**src/rtl/tx_fifo_pkg.sv**
```systemverilog
// Shared widths and the block-to-word slicing rule for the transmit FIFO.
// Words leave a block most-significant first.
package tx_fifo_pkg;

    localparam int WORD_W          = 32;
    localparam int BLOCK_W         = 128;
    localparam int WORDS_PER_BLOCK = 4;
    localparam int WIDX_W          = $clog2(WORDS_PER_BLOCK);

    // Index 0 is the top word of the block, index 3 the bottom word.
    function automatic logic [WORD_W-1:0] word_slice(input logic [BLOCK_W-1:0] blk,
                                                     input logic [WIDX_W-1:0]  idx);
        word_slice = blk[(BLOCK_W - 1) - (WORD_W * int'(idx)) -: WORD_W];
    endfunction

endpackage

```
**src/rtl/tx_fifo_if.sv**
```systemverilog
// Engine/AHB-side bundle of the transmit FIFO.
// The master drives the requests; the slave (the FIFO) returns data and status.
interface tx_fifo_if
    import tx_fifo_pkg::*;
#(
    parameter int DEPTH = 4
);
    localparam int CW = $clog2(DEPTH) + 1;

    logic               tx_enq;
    logic [BLOCK_W-1:0] tx_block;
    logic               tx_deq_word;
    logic               flush;
    logic               clr_error;
    logic [WORD_W-1:0]  tx_fifo_out;
    logic               full;
    logic               empty;
    logic [CW-1:0]      tx_count;
    logic               overflow;
    logic               underrun;

    modport master (
        output tx_enq, tx_block, tx_deq_word, flush, clr_error,
        input  tx_fifo_out, full, empty, tx_count, overflow, underrun
    );

    modport slave (
        input  tx_enq, tx_block, tx_deq_word, flush, clr_error,
        output tx_fifo_out, full, empty, tx_count, overflow, underrun
    );

endinterface

```
**src/rtl/tx_ptr_counter.sv**
```systemverilog
// Wrapping pointer with a wrap-toggle bit, enable and synchronous clear.
// 'wrap' is a combinational pulse for the cycle that rolls the pointer over.
module tx_ptr_counter #(
    parameter int W = 2
) (
    input  logic         clk,
    input  logic         rst,
    input  logic         clr,
    input  logic         en,
    output logic [W-1:0] ptr,
    output logic         tog,
    output logic         wrap
);

    assign wrap = en && (ptr == '1);

    always_ff @(posedge clk) begin
        if (rst || clr) begin
            ptr <= '0;
            tog <= 1'b0;
        end else if (en) begin
            ptr <= ptr + 1'b1;
            if (wrap) tog <= ~tog;
        end
    end

endmodule

```
**src/rtl/tx_fifo.sv**
```systemverilog
// Transmit block buffer: 128-bit blocks in, one 32-bit word out per dequeue.
// Full/empty come from extended pointers; overflow/underrun are sticky.
module tx_fifo
    import tx_fifo_pkg::*;
#(
    parameter int DEPTH = 4
) (
    input logic     clk,
    input logic     rst,
    tx_fifo_if.slave bus
);

    localparam int AW = $clog2(DEPTH);

    logic [BLOCK_W-1:0] mem [DEPTH];

    logic [AW-1:0]     head, tail;
    logic              head_tog, tail_tog;
    logic [WIDX_W-1:0] word_idx;
    logic              word_wrap, head_wrap_unused, tail_wrap_unused, word_tog_unused;
    logic              is_empty, is_full;
    logic              enq_ok, deq_ok, ovf_set, unr_set;

    assign is_empty = (head == tail) && (head_tog == tail_tog);
    assign is_full  = (head == tail) && (head_tog != tail_tog);

    // Flush discards the request of that cycle entirely, including its error.
    assign enq_ok  = bus.tx_enq      && !is_full  && !bus.flush;
    assign deq_ok  = bus.tx_deq_word && !is_empty && !bus.flush;
    assign ovf_set = bus.tx_enq      &&  is_full  && !bus.flush;
    assign unr_set = bus.tx_deq_word &&  is_empty && !bus.flush;

    tx_ptr_counter #(.W(AW)) u_tail (
        .clk  (clk),
        .rst  (rst),
        .clr  (bus.flush),
        .en   (enq_ok),
        .ptr  (tail),
        .tog  (tail_tog),
        .wrap (tail_wrap_unused)
    );

    tx_ptr_counter #(.W(WIDX_W)) u_word (
        .clk  (clk),
        .rst  (rst),
        .clr  (bus.flush),
        .en   (deq_ok),
        .ptr  (word_idx),
        .tog  (word_tog_unused),
        .wrap (word_wrap)
    );

    // The head block retires on the dequeue of its last word.
    tx_ptr_counter #(.W(AW)) u_head (
        .clk  (clk),
        .rst  (rst),
        .clr  (bus.flush),
        .en   (word_wrap),
        .ptr  (head),
        .tog  (head_tog),
        .wrap (head_wrap_unused)
    );

    always_ff @(posedge clk) begin
        if (enq_ok) mem[tail] <= bus.tx_block;
    end

    // A fresh error outranks a clear in the same cycle.
    always_ff @(posedge clk) begin
        if (rst) begin
            bus.overflow <= 1'b0;
            bus.underrun <= 1'b0;
        end else begin
            if (ovf_set)            bus.overflow <= 1'b1;
            else if (bus.clr_error) bus.overflow <= 1'b0;
            if (unr_set)            bus.underrun <= 1'b1;
            else if (bus.clr_error) bus.underrun <= 1'b0;
        end
    end

    assign bus.empty       = is_empty;
    assign bus.full        = is_full;
    assign bus.tx_count    = {tail_tog, tail} - {head_tog, head};
    assign bus.tx_fifo_out = is_empty ? '0 : word_slice(mem[head], word_idx);

endmodule

```
**src/flat_wrapper.sv**
```systemverilog
// flat-port wrapper written by rule: the top's interface ports become plain ports
module tx_fifo_flat import tx_fifo_pkg::*;
#(
    parameter int DEPTH = 4
)
  (clk, rst, bus_tx_enq, bus_tx_block, bus_tx_deq_word, bus_flush, bus_clr_error, bus_tx_fifo_out, bus_full, bus_empty, bus_tx_count, bus_overflow, bus_underrun);
  tx_fifo_if #(.DEPTH(DEPTH)) bus_i ();
  input logic clk;
  input logic rst;
  input wire logic [$bits(bus_i.tx_enq)-1:0] bus_tx_enq;
  input wire logic [$bits(bus_i.tx_block)-1:0] bus_tx_block;
  input wire logic [$bits(bus_i.tx_deq_word)-1:0] bus_tx_deq_word;
  input wire logic [$bits(bus_i.flush)-1:0] bus_flush;
  input wire logic [$bits(bus_i.clr_error)-1:0] bus_clr_error;
  output wire logic [$bits(bus_i.tx_fifo_out)-1:0] bus_tx_fifo_out;
  output wire logic [$bits(bus_i.full)-1:0] bus_full;
  output wire logic [$bits(bus_i.empty)-1:0] bus_empty;
  output wire logic [$bits(bus_i.tx_count)-1:0] bus_tx_count;
  output wire logic [$bits(bus_i.overflow)-1:0] bus_overflow;
  output wire logic [$bits(bus_i.underrun)-1:0] bus_underrun;
  assign bus_i.tx_enq = bus_tx_enq;
  assign bus_i.tx_block = bus_tx_block;
  assign bus_i.tx_deq_word = bus_tx_deq_word;
  assign bus_i.flush = bus_flush;
  assign bus_i.clr_error = bus_clr_error;
  assign bus_tx_fifo_out = bus_i.tx_fifo_out;
  assign bus_full = bus_i.full;
  assign bus_empty = bus_i.empty;
  assign bus_tx_count = bus_i.tx_count;
  assign bus_overflow = bus_i.overflow;
  assign bus_underrun = bus_i.underrun;
  tx_fifo #(.DEPTH(DEPTH)) u_core (.clk(clk), .rst(rst), .bus(bus_i));
endmodule
```
**config.mk**
```make
export PLATFORM = sky130hd
export DESIGN_NAME = tx_fifo_flat
export DESIGN_NICKNAME = d
export VERILOG_FILES = /design/src/rtl/tx_fifo_pkg.sv /design/src/rtl/tx_fifo_if.sv /design/src/rtl/tx_ptr_counter.sv /design/src/rtl/tx_fifo.sv /design/src/flat_wrapper.sv
export SDC_FILE = /design/constraint.sdc
export NUM_CORES = 1
export LEC_CHECK = 0
export ABC_CLOCK_PERIOD_IN_PS = 5600
export BUFFER_PORTS_ARGS = -buffer_cell sky130_fd_sc_hd__buf_2
export CAP_MARGIN = 10
export CORE_MARGIN = 1
export CORE_UTILIZATION = 53
export CTS_CLUSTER_SIZE = 8
export DETAILED_ROUTE_END_ITERATION = 16
export GPL_TIMING_DRIVEN = 0
export PLACE_DENSITY = 0.79
export SYNTH_ARGS = -nofsm -noshare
export SYNTH_HDL_FRONTEND = slang
export SYNTH_HIERARCHICAL = 1
export SYNTH_SLANG_ARGS = --single-unit
```
**constraint.sdc**
```tcl
create_clock -name clk -period 5.6 [get_ports clk]
set_input_delay 1.12 -clock clk [delete_from_list [all_inputs] [get_ports clk]]
set_output_delay 1.12 -clock clk [all_outputs]
set_load 0.02 [all_outputs]
```
==> reports/metrics.csv, run 1 <==
metric,value,unit
outcome,completed,
io pins,173,
Worst path max stage delay,0.51,ns
logic gate share of total power,0.025,
Area growth syn-to-layout,18.7,%
crit-path max FO,10,
crit-path cells,"buf_2, buf_2, inv_1, buf_1, ha_1, nand2_1, o211ai_1, buf_1, nor2b_1, a221o_1, buf_2",
first-pass GRT wire length,63900,um
hold-critical path depth,2,
1st-iter DRT viols,650,
"Power, Total",8.47,mW
Least-Margin Pin Slew,0.986,ns
Slew Limit Headroom,0.341,
Slowest cell on crit path,buf_1,
Worst Setup Path Type,register to output pin,
H-tree Lvls,3,
via count,9852,
Worst setup SP type,register,
drt wl/cell,25.4,um
placed cells,1591,
yosys warns,6,
MaxCap Viol Count,0,
P_leak,7.95,nW
post-CTS setup buffers,0,
CTS Root Cell,clkbuf_16,
DRC viols,0,
most frequent CP cell,buf_2,
vias per cell,5.82,
sw frac,0.188,
Setup-failing EPs final,0,
crit path capture type,output pin,
die width,196,um
RR Endpoint,u_core/mem[2][103]$_DFFE_PP_,
initial antenna violation count,18,
Max Fclk,186,MHz
Post-Syn Area,0.0200,mm2
Int Pwr,6.88,mW
Rows,70,
die area,0.0385,mm2
"Cell Count, Final, Fillers Out",1692,
sequential power share,0.516,
clk sinks,522,
fill count,2429,
Placer Congestion,0.770,
Hold Crit Start,u_core/bus.overflow$_SDFFE_PP0P_,
layout cells sized above 1,0.359,
Mapped Avg Cell Area,22.0,um2
Tcrit/Tclk final,0.958,
fin crit period,5.36,ns
Max VDD drop,301,uV
detailed placement HPWL,26900,um
largest net degree at the start of global routing,61,
CTS Buf Count,75,
clock share of power,0.459,
Worst Path Arrival,4.24,ns
Post-Syn Instances,907,
clk_skew,0.0151,ns
Slew Limit Fails,0,
final design utilization,0.644,
unrepaired setup endpoints after global routing,no,
final hold slack,0.499,ns
R2R Setup Slk,0.91,ns
Routed Antenna Nets,0,
PD cells,357,mW/mm2
TritonCTS clock tree,yes,
total congestion overflow,0,
Critical Path RT,4.48,ns
drt pass-1 iters,7,
worst r2r src,u_core/u_head/ptr[1]$_SDFFE_PP0P_,
HP Class,register to register,
CTS Hold Bufs,0,
die height,196,um
vias in the first global route,10514,
worst hold path endpoint,u_core/bus.overflow$_SDFFE_PP0P_,
Syn Nets,1047,
core box area,0.0369,mm2
PortBufs,172,
Final nets,1304,
clock latency reported for the late side of the worst-skew pair,0.57,ns
Final Hold Fails,0,
Starting Density,0.542,
Tot GR Track Use,0.230,
FF-to-FF path depth,11,
clock slew at reported path FFs,0.05,ns
Net Sw Power,1.60,mW
WL final,42900,um
CTS Buffer Depth,3,
-- registers in the layout, summed over array words and instances, names as in the netlist --
register and cells:
u_core/u_tail/ptr 2, u_core/bus.underrun 1, u_core/u_head/tog 1, u_core/bus.overflow 1
u_core/u_head/ptr 2, u_core/u_tail/tog 1, u_core/u_word/ptr 2, u_core/mem 512
-- power groups by stage --
stage / clock [mW] / sequential [mW] / combinational [mW]
after detailed placement: 0 / 4.44 / 0.212
after floorplan: 0 / 4.44 / 0.0851
after global placement: 0 / 4.45 / 0.194
after CTS: 3.97 / 4.37 / 0.215
final: 3.89 / 4.38 / 0.213
after global routing: 4.11 / 4.37 / 0.229
-- worst max-delay path: cells and delay by family (launching register included) --
family                   cells  cell delay [ns]
AO/OA/AOI/OAI                2             0.82
adder cells (fa/ha/maj)      1             0.42
buffers and inverters        6             1.81
flip-flops                   1             0.41
AND/OR/NAND/NOR              2             0.22
-- routing by layer --
layer	up-vias	track usage	routed length, um
met1	5093	0.286	16400
met2	362	0.389	22100
met4	20	0.0787	1080
met5	-	0	126
met3	96	0.0657	3160
li1	4281	-	-
-- cell usage in the layout (no fill, tap or decap), drive strengths merged --
cell type and instances:
a221o 32, nor3b 3, clkbuf 101, clkinv 1, or2 3, dfxtp 10
nor2 10, nand3b 2, inv 9, edfxtp 512, ha 5, a21oi 2
mux2i 3, and3 4, diode 9, o211ai 1, a21bo 2, and2 1
xor2 2, a32oi 2, xnor2 3, buf 212, mux4 128, nand2 97
fa 1, nor2b 33
-- final cells by class --
type,count,area [um2],share of cell area
Sequential cell,522,15600,0.656
Multi-Input combinational cell,334,4140,0.174
Clock buffer,89,1970,0.0831
Timing Repair Buffer,180,1070,0.0452
Tap cell,504,631,0.0266
Buffer,44,277,0.0116
Clock inverter,3,26.3,0.00111
Inverter,7,26.3,0.00111
Antenna cell,9,22.5,0.000949
-- through the flow --
stage               setup TNS [ns]  setup slack [ns]  area [um2]
finish                           0             0.237       23700
detailed placement               0             0.787       21700
CTS                              0             0.205       23700
global route                     0            0.0249       23700
floorplan                        0              1.28       20000
global placement           -288.27            -0.586       21500
-- repair_timing --
item / in CTS / in global routing
setup endpoints to repair: 0 / 1
gates resized for setup: 0 / 1
hold endpoints to repair: 0 / 0
-- worst max path at each step --
stage                                       from                      endpoint  slack [ns]
2_1_floorplan  u_core/u_head/ptr[1]$_SDFFE_PP0P_    u_core/mem[1][0]$_DFFE_PP_        1.28
3_3_place_gp   u_core/u_head/ptr[1]$_SDFFE_PP0P_  u_core/mem[0][123]$_DFFE_PP_       -0.59
3_5_place_dp   u_core/u_head/ptr[1]$_SDFFE_PP0P_           bus_tx_fifo_out[30]        0.79
4_1_cts        u_core/u_head/ptr[1]$_SDFFE_PP0P_           bus_tx_fifo_out[30]        0.21
5_1_grt        u_core/u_head/ptr[1]$_SDFFE_PP0P_           bus_tx_fifo_out[30]        0.02
6_report       u_core/u_head/ptr[1]$_SDFFE_PP0P_           bus_tx_fifo_out[22]        0.24
Power figures use the tool's default switching activity.
==> run 2, diff against run 1 <==
--- a/config.mk
+++ b/config.mk
@@ -9,11 +9,11 @@
 export BUFFER_PORTS_ARGS = -buffer_cell sky130_fd_sc_hd__buf_2
 export CAP_MARGIN = 10
 export CORE_MARGIN = 1
-export CORE_UTILIZATION = 53
+export CORE_UTILIZATION = 35
 export CTS_CLUSTER_SIZE = 8
 export DETAILED_ROUTE_END_ITERATION = 16
 export GPL_TIMING_DRIVEN = 0
-export PLACE_DENSITY = 0.79
+export PLACE_DENSITY = 0.57
 export SYNTH_ARGS = -nofsm -noshare
 export SYNTH_HDL_FRONTEND = slang
 export SYNTH_HIERARCHICAL = 1
==> run 2 against run 1 <==
First-iteration DRC count fell by 1.5%. Power is 0.96% higher. Clock skew grew 0.0073 ns. Sequential share of layout area decreased by 0.98 points. Combinational power is essentially flat. Sequential power about the same. Critical path depth shrank 1. Global-route usage fell by 6.8 points. Clock power increased by 2%. Utilization decreased by 22 points. Worst setup slack better by 0.081 ns. Non-clock buffer count up 2.
==> reports/metrics.csv, run 2 (synthesized netlist as in run 1, its figures left out) <==
metric,value,unit,change
outcome,completed,,
Least-Margin Pin Slew,1.01,ns,+0.0204 ns
drt wl/cell,23.7,um,-6.6%
setup TNS,0,ns,unchanged
first-pass GRT wire length,67200,um,+5.2%
clock latency reported for the late side of the worst-skew pair,0.60,ns,+0.03 ns
global routing usage on met3,0.0582,,-0.00745
Worst Setup Path Type,register to output pin,,
largest net degree at the start of global routing,61,,unchanged
clock slew at reported path FFs,0.05,ns,about the same
MaxCap Viol Count,0,,unchanged
TritonCTS clock tree,yes,,
Final nets,1306,,+0.15%
core box area,0.0564,mm2,+53%
die height,241,um,+23%
Slew Limit Headroom,0.328,,-0.0137
CTS Root Cell,clkbuf_16,,
Tcrit/Tclk final,0.943,,-0.0144
Max Fclk,189,MHz,+1.5%
unrepaired setup endpoints after global routing,no,,
initial antenna violation count,15,,-3
drt pass-1 iters,6,,-1
"Power, Total",8.56,mW,+0.96%
RR Endpoint,u_core/mem[2][40]$_DFFE_PP_,,
Critical Path RT,4.48,ns,about the same
FF-to-FF path depth,10,,-1
DRC viols,0,,unchanged
most frequent cells in the layout,"512 x edfxtp_1, 186 x buf_2, 128 x mux4_2",,
Most Crowded Layer GR,met2,,
die width,241,um,+23%
R2R Setup Slk,0.93,ns,+0.02 ns
Placer Congestion,0.717,,-6.8%
worst r2r src,u_core/u_head/ptr[1]$_SDFFE_PP0P_,,
"most common cell after layout, fill and taps aside",edfxtp_1,,
H-tree Lvls,3,,unchanged
post-CTS sizing,0,,unchanged
HP Class,register to register,,
crit-path max FO,15,,+5
total congestion overflow,0,,unchanged
die area,0.0581,mm2,+51%
P_leak,7.98,nW,+0.39%
Biggest register,u_core/mem,,
Area growth syn-to-layout,20.5,%,
met1 Track Usage GR,0.203,,-0.0824
CTS Buffer Depth,3,,unchanged
crit path capture type,output pin,,
Routed Antenna Nets,0,,unchanged
WL final,46100,um,+7.4%
vias in the first global route,10320,,-1.8%
met2 capacity usage during global routing,0.266,,-0.123
vias per cell,5.01,,-14%
io pins,173,,unchanged
clk sinks,522,,unchanged
Setup crit end,bus_tx_fifo_out[29],,
Slew Limit Fails,0,,unchanged
Tot GR Track Use,0.162,,-0.0676
detailed placement HPWL,29900,um,+11%
Max VDD drop,253,uV,-16%
post-CTS setup buffers,3,,+3
Worst setup SP type,register,,
Setup-failing EPs final,0,,unchanged
max FFs per register,512,,unchanged
Setup crit start,u_core/u_head/ptr[1]$_SDFFE_PP0P_,,
PD cells,355,mW/mm2,-0.55%
CTS Buf Count,75,,unchanged
Starting Density,0.355,,-0.188
1st-iter DRT viols,640,,-1.5%
fin crit period,5.28,ns,-0.0807 ns
Final Hold Fails,0,,unchanged
CTS Hold Bufs,0,,unchanged
via count,9743,,-1.1%
Worst Path Arrival,4.16,ns,-0.08 ns
PortBufs,172,,unchanged
layout cells sized above 1,0.361,,+0.00210
Rows,87,,+24%
clk_skew,0.0225,ns,+0.00733 ns
-- run 2: final cells by class --
cell class / count / area (um2)
Inverter: 7 / 26.3
Fill cell: 5008 / 32300
Sequential cell: 522 / 15600
Multi-Input combinational cell: 334 / 4140
Tap cell: 756 / 946
Clock buffer: 90 / 1960
Clock inverter: 7 / 70.1
Timing Repair Buffer: 183 / 1100
Buffer: 43 / 273
Antenna cell: 2 / 5.00
-- run 2: report_power, final --
part | internal, mW | total, mW | leakage, nW | switching, mW
logic | 0.0882 | 0.213 | 2.26 | 0.125
registers | 4.36 | 4.37 | 4.73 | 0.0116
clock network | 2.43 | 3.97 | 0.993 | 1.54
total | 6.88 | 8.56 | 7.98 | 1.67
-- run 2: worst max-delay path: stages (launching register included) --
cell,delay (ns)
dfxtp_1,0.40
buf_2,0.23
buf_2,0.34
inv_1,0.42
ha_1,0.44
nand2_1,0.13
nor2_1,0.14
nor2_1,0.62
buf_2,0.40
a221o_1,0.25
buf_2,0.19
-- run 2: layer usage --
metal | wire [um] | part of all wire | vias to the layer above
met4 | 899 | 0.020 | 28
li1 | - | - | 4271
met2 | 23000 | 0.50 | 260
met3 | 3520 | 0.076 | 99
met1 | 18500 | 0.40 | 5085
met5 | 172 | 0.0037 | -
-- run 2: how the worst min path moves through the flow --
stage | start | to | slack, ns | cells after the start
detailed placement | u_core/bus.overflow$_SDFFE_PP0P_ | u_core/bus.overflow$_SDFFE_PP0P_ | 0.49 | 2
floorplan | u_core/u_word/ptr[1]$_SDFFE_PP0P_ | u_core/u_word/ptr[1]$_SDFFE_PP0P_ | 0.52 | 2
CTS | u_core/bus.overflow$_SDFFE_PP0P_ | u_core/bus.overflow$_SDFFE_PP0P_ | 0.50 | 2
finish | u_core/bus.overflow$_SDFFE_PP0P_ | u_core/bus.overflow$_SDFFE_PP0P_ | 0.50 | 2
global placement | u_core/bus.overflow$_SDFFE_PP0P_ | u_core/bus.overflow$_SDFFE_PP0P_ | 0.47 | 2
global route | u_core/bus.overflow$_SDFFE_PP0P_ | u_core/bus.overflow$_SDFFE_PP0P_ | 0.54 | 2
-- run 2: stage by stage --
step | std cells | hold WS, ns | area [um2] | utilization | setup slack, ns
after detailed placement | 1843 | 0.487 | 22000 | 0.391 | 0.398
after CTS | 1942 | 0.499 | 24100 | 0.427 | 0.154
final | 1944 | 0.501 | 24100 | 0.427 | 0.318
after floorplan | 907 | 0.522 | 20000 | - | 1.28
after global placement | 1835 | 0.471 | 21800 | 0.387 | -0.967
after global routing | 1942 | 0.543 | 24100 | 0.427 | 0.0667
==> run 3, diff against run 2 <==
--- a/config.mk
+++ b/config.mk
@@ -6,14 +6,14 @@
 export NUM_CORES = 1
 export LEC_CHECK = 0
 export ABC_CLOCK_PERIOD_IN_PS = 5600
-export BUFFER_PORTS_ARGS = -buffer_cell sky130_fd_sc_hd__buf_2
 export CAP_MARGIN = 10
 export CORE_MARGIN = 1
 export CORE_UTILIZATION = 35
 export CTS_CLUSTER_SIZE = 8
 export DETAILED_ROUTE_END_ITERATION = 16
+export DONT_BUFFER_PORTS = 1
 export GPL_TIMING_DRIVEN = 0
-export PLACE_DENSITY = 0.57
+export PLACE_DENSITY = 0.55
 export SYNTH_ARGS = -nofsm -noshare
 export SYNTH_HDL_FRONTEND = slang
 export SYNTH_HIERARCHICAL = 1
==> run 3 against run 2 <==
Clock power about the same. Critical path depth shrank 1. First-iteration DRC count is 29% lower. Highest routed layer is now met4.
==> reports/metrics.csv, run 3 (synthesized netlist as in run 1, its figures left out) <==
metric,value,unit,change
CTS Root Cell,clkbuf_16,,
Biggest register,u_core/mem,,
1st-iter DRT viols,452,,-29%
Placer Congestion,0.694,,-3.3%
die width,241,um,unchanged
hold-critical path depth,2,,unchanged
clock latency reported for the late side of the worst-skew pair,0.60,ns,about the same
PortBufs,0,,-100%
R2R Setup Slk,0.67,ns,-0.26 ns
Worst Setup Path Type,register to output pin,,
crit-path max FO,15,,unchanged
DRC viols,0,,unchanged
core box area,0.0564,mm2,unchanged
Final nets,1136,,-13%
Slew Limit Fails,0,,unchanged
P_leak,7.27,nW,-9.0%
CTS Buffer Depth,3,,unchanged
drt wl/cell,25.9,um,+9.4%
worst path buffer plus inverter count,4,,-1
Hold Crit Start,u_core/u_head/tog$_SDFFE_PP0P_,,
Final Hold Fails,0,,unchanged
detailed placement HPWL,29700,um,-0.67%
vias in the first global route,9935,,-3.7%
die area,0.0581,mm2,unchanged
Starting Density,0.355,,unchanged
Least-Margin Pin Slew,1.01,ns,+0.00125 ns
"Power, Total",8.50,mW,-0.69%
first-pass GRT wire length,66500,um,-1.2%
Setup-failing EPs final,0,,unchanged
worst hold path endpoint,u_core/u_head/tog$_SDFFE_PP0P_,,
Worst Path Arrival,4.12,ns,-0.04 ns
largest net degree at the start of global routing,53,,-13%
CTS Buf Count,76,,+1.3%
most frequent CP cell,buf_2,,
Tot GR Track Use,0.163,,+0.000941
Slowest cell on crit path,a221o_1,,
RR Endpoint,u_core/mem[1][61]$_DFFE_PP_,,
Worst setup SP type,register,,
Max Fclk,191,MHz,+0.85%
via count,8954,,-8.1%
vias per cell,5.05,,+0.77%
Final Cell Area,0.0233,mm2,-3.4%
H-tree Lvls,3,,unchanged
outcome,completed,,
clk sinks,522,,unchanged
FF-to-FF path depth,10,,unchanged
TritonCTS clock tree,yes,,
Rows,87,,unchanged
Area growth syn-to-layout,16.4,%,
die height,241,um,unchanged
unrepaired setup endpoints after global routing,no,,
fin crit period,5.24,ns,-0.0446 ns
max FFs per register,512,,unchanged
Max VDD drop,239,uV,-5.8%
initial antenna violation count,0,,-15
layout cells sized above 1,0.257,,-0.104
Tcrit/Tclk final,0.935,,-0.00796
PD cells,365,mW/mm2,+2.8%
"Cell Area, Placed",0.0212,mm2,-3.8%
worst r2r src,u_core/u_head/ptr[1]$_SDFFE_PP0P_,,
Critical Path RT,4.48,ns,about the same
crit-path cells,"buf_2, buf_2, inv_1, ha_1, nand2_1, nor2_2, nor2_1, buf_2, a221o_1",,
Routed Antenna Nets,0,,unchanged
"most common cell after layout, fill and taps aside",edfxtp_1,,
CP top delay family,buffers and inverters,,
crit path capture type,output pin,,
HP Class,register to register,,
drt pass-1 iters,6,,unchanged
Slew Limit Headroom,0.327,,-0.000767
total congestion overflow,0,,unchanged
"Cell Count, Final, Fillers Out",1773,,-8.8%
most frequent cells in the layout,"512 x edfxtp_1, 128 x mux4_2, 97 x nand2_1",,
Worst path max stage delay,0.49,ns,-0.13 ns
placed cells,1672,,-9.3%
WL final,46000,um,-0.21%
MaxCap Viol Count,0,,unchanged
clk_skew,0.0185,ns,-0.00393 ns
clock slew at reported path FFs,0.05,ns,about the same
io pins,173,,unchanged
-- run 3: repair_timing --
action,4_1_cts,5_1_grt
endpoints found under the hold margin,0,0
setup endpoints to repair,32,0
resized for setup,1,0
buffers inserted,3,0
hold buffers,0,0
-- run 3: worst max path at each step --
stage | slack (ns) | cells past startpoint | startpoint | endpoint
6_report | 0.36 | 9 | u_core/u_head/ptr[1]$_SDFFE_PP0P_ | bus_tx_fifo_out[2]
5_1_grt | 0.08 | 9 | u_core/u_head/ptr[1]$_SDFFE_PP0P_ | bus_tx_fifo_out[1]
4_1_cts | 0.23 | 9 | u_core/u_head/ptr[1]$_SDFFE_PP0P_ | bus_tx_fifo_out[14]
3_5_place_dp | 0.34 | 11 | u_core/u_head/ptr[1]$_SDFFE_PP0P_ | u_core/mem[1][39]$_DFFE_PP_
3_3_place_gp | -1.20 | 9 | u_core/u_head/ptr[1]$_SDFFE_PP0P_ | u_core/mem[0][58]$_DFFE_PP_
2_1_floorplan | 1.28 | 9 | u_core/u_head/ptr[1]$_SDFFE_PP0P_ | u_core/mem[1][0]$_DFFE_PP_
-- run 3: worst reg2reg max path, stage by stage (launching register included) --
cell,delay [ns]
dfxtp_1,0.40
buf_2,0.22
buf_2,0.34
inv_1,0.45
ha_1,0.44
nand2_1,0.13
nor2b_1,0.23
nor3b_1,0.88
and3_4,0.76
buf_16,0.34
buf_16,0.35
-- run 3: metrics by stage --
stage | TNS (ns) | hold WS, ns | utilization | worst slack, ns
floorplan | 0 | 0.522 | - | 1.28
global placement | -587.66 | 0.548 | 0.371 | -1.20
detailed placement | 0 | 0.567 | 0.376 | 0.341
CTS | 0 | 0.554 | 0.413 | 0.226
global route | 0 | 0.554 | 0.413 | 0.0848
finish | 0 | 0.569 | 0.413 | 0.362
-- run 3: routing by layer --
metal | routed length (um) | vias to the layer above | track usage
met1 | 17700 | 4730 | 0.191
met5 | 0 | - | 0
met2 | 22700 | 238 | 0.268
met3 | 4500 | 66 | 0.0745
met4 | 1030 | 0 | 0.0506
li1 | - | 3920 | -
-- run 3: final cells by class --
cell class,count,area (um2)
fill,5034,33100
sequential,522,15600
multi-input combinational,334,4140
clock buffer,89,1970
tap,756,946
buffer,43,273
timing repair buffer,12,263
clock inverter,9,80.1
inverter,7,26.3
antenna,1,2.50
-- run 3: where the power goes --
group	switching [mW]	leakage [nW]	internal (mW)
combinational	0.0756	1.53	0.0507
clock	1.55	1.00	2.45
sequential	0.0121	4.73	4.36
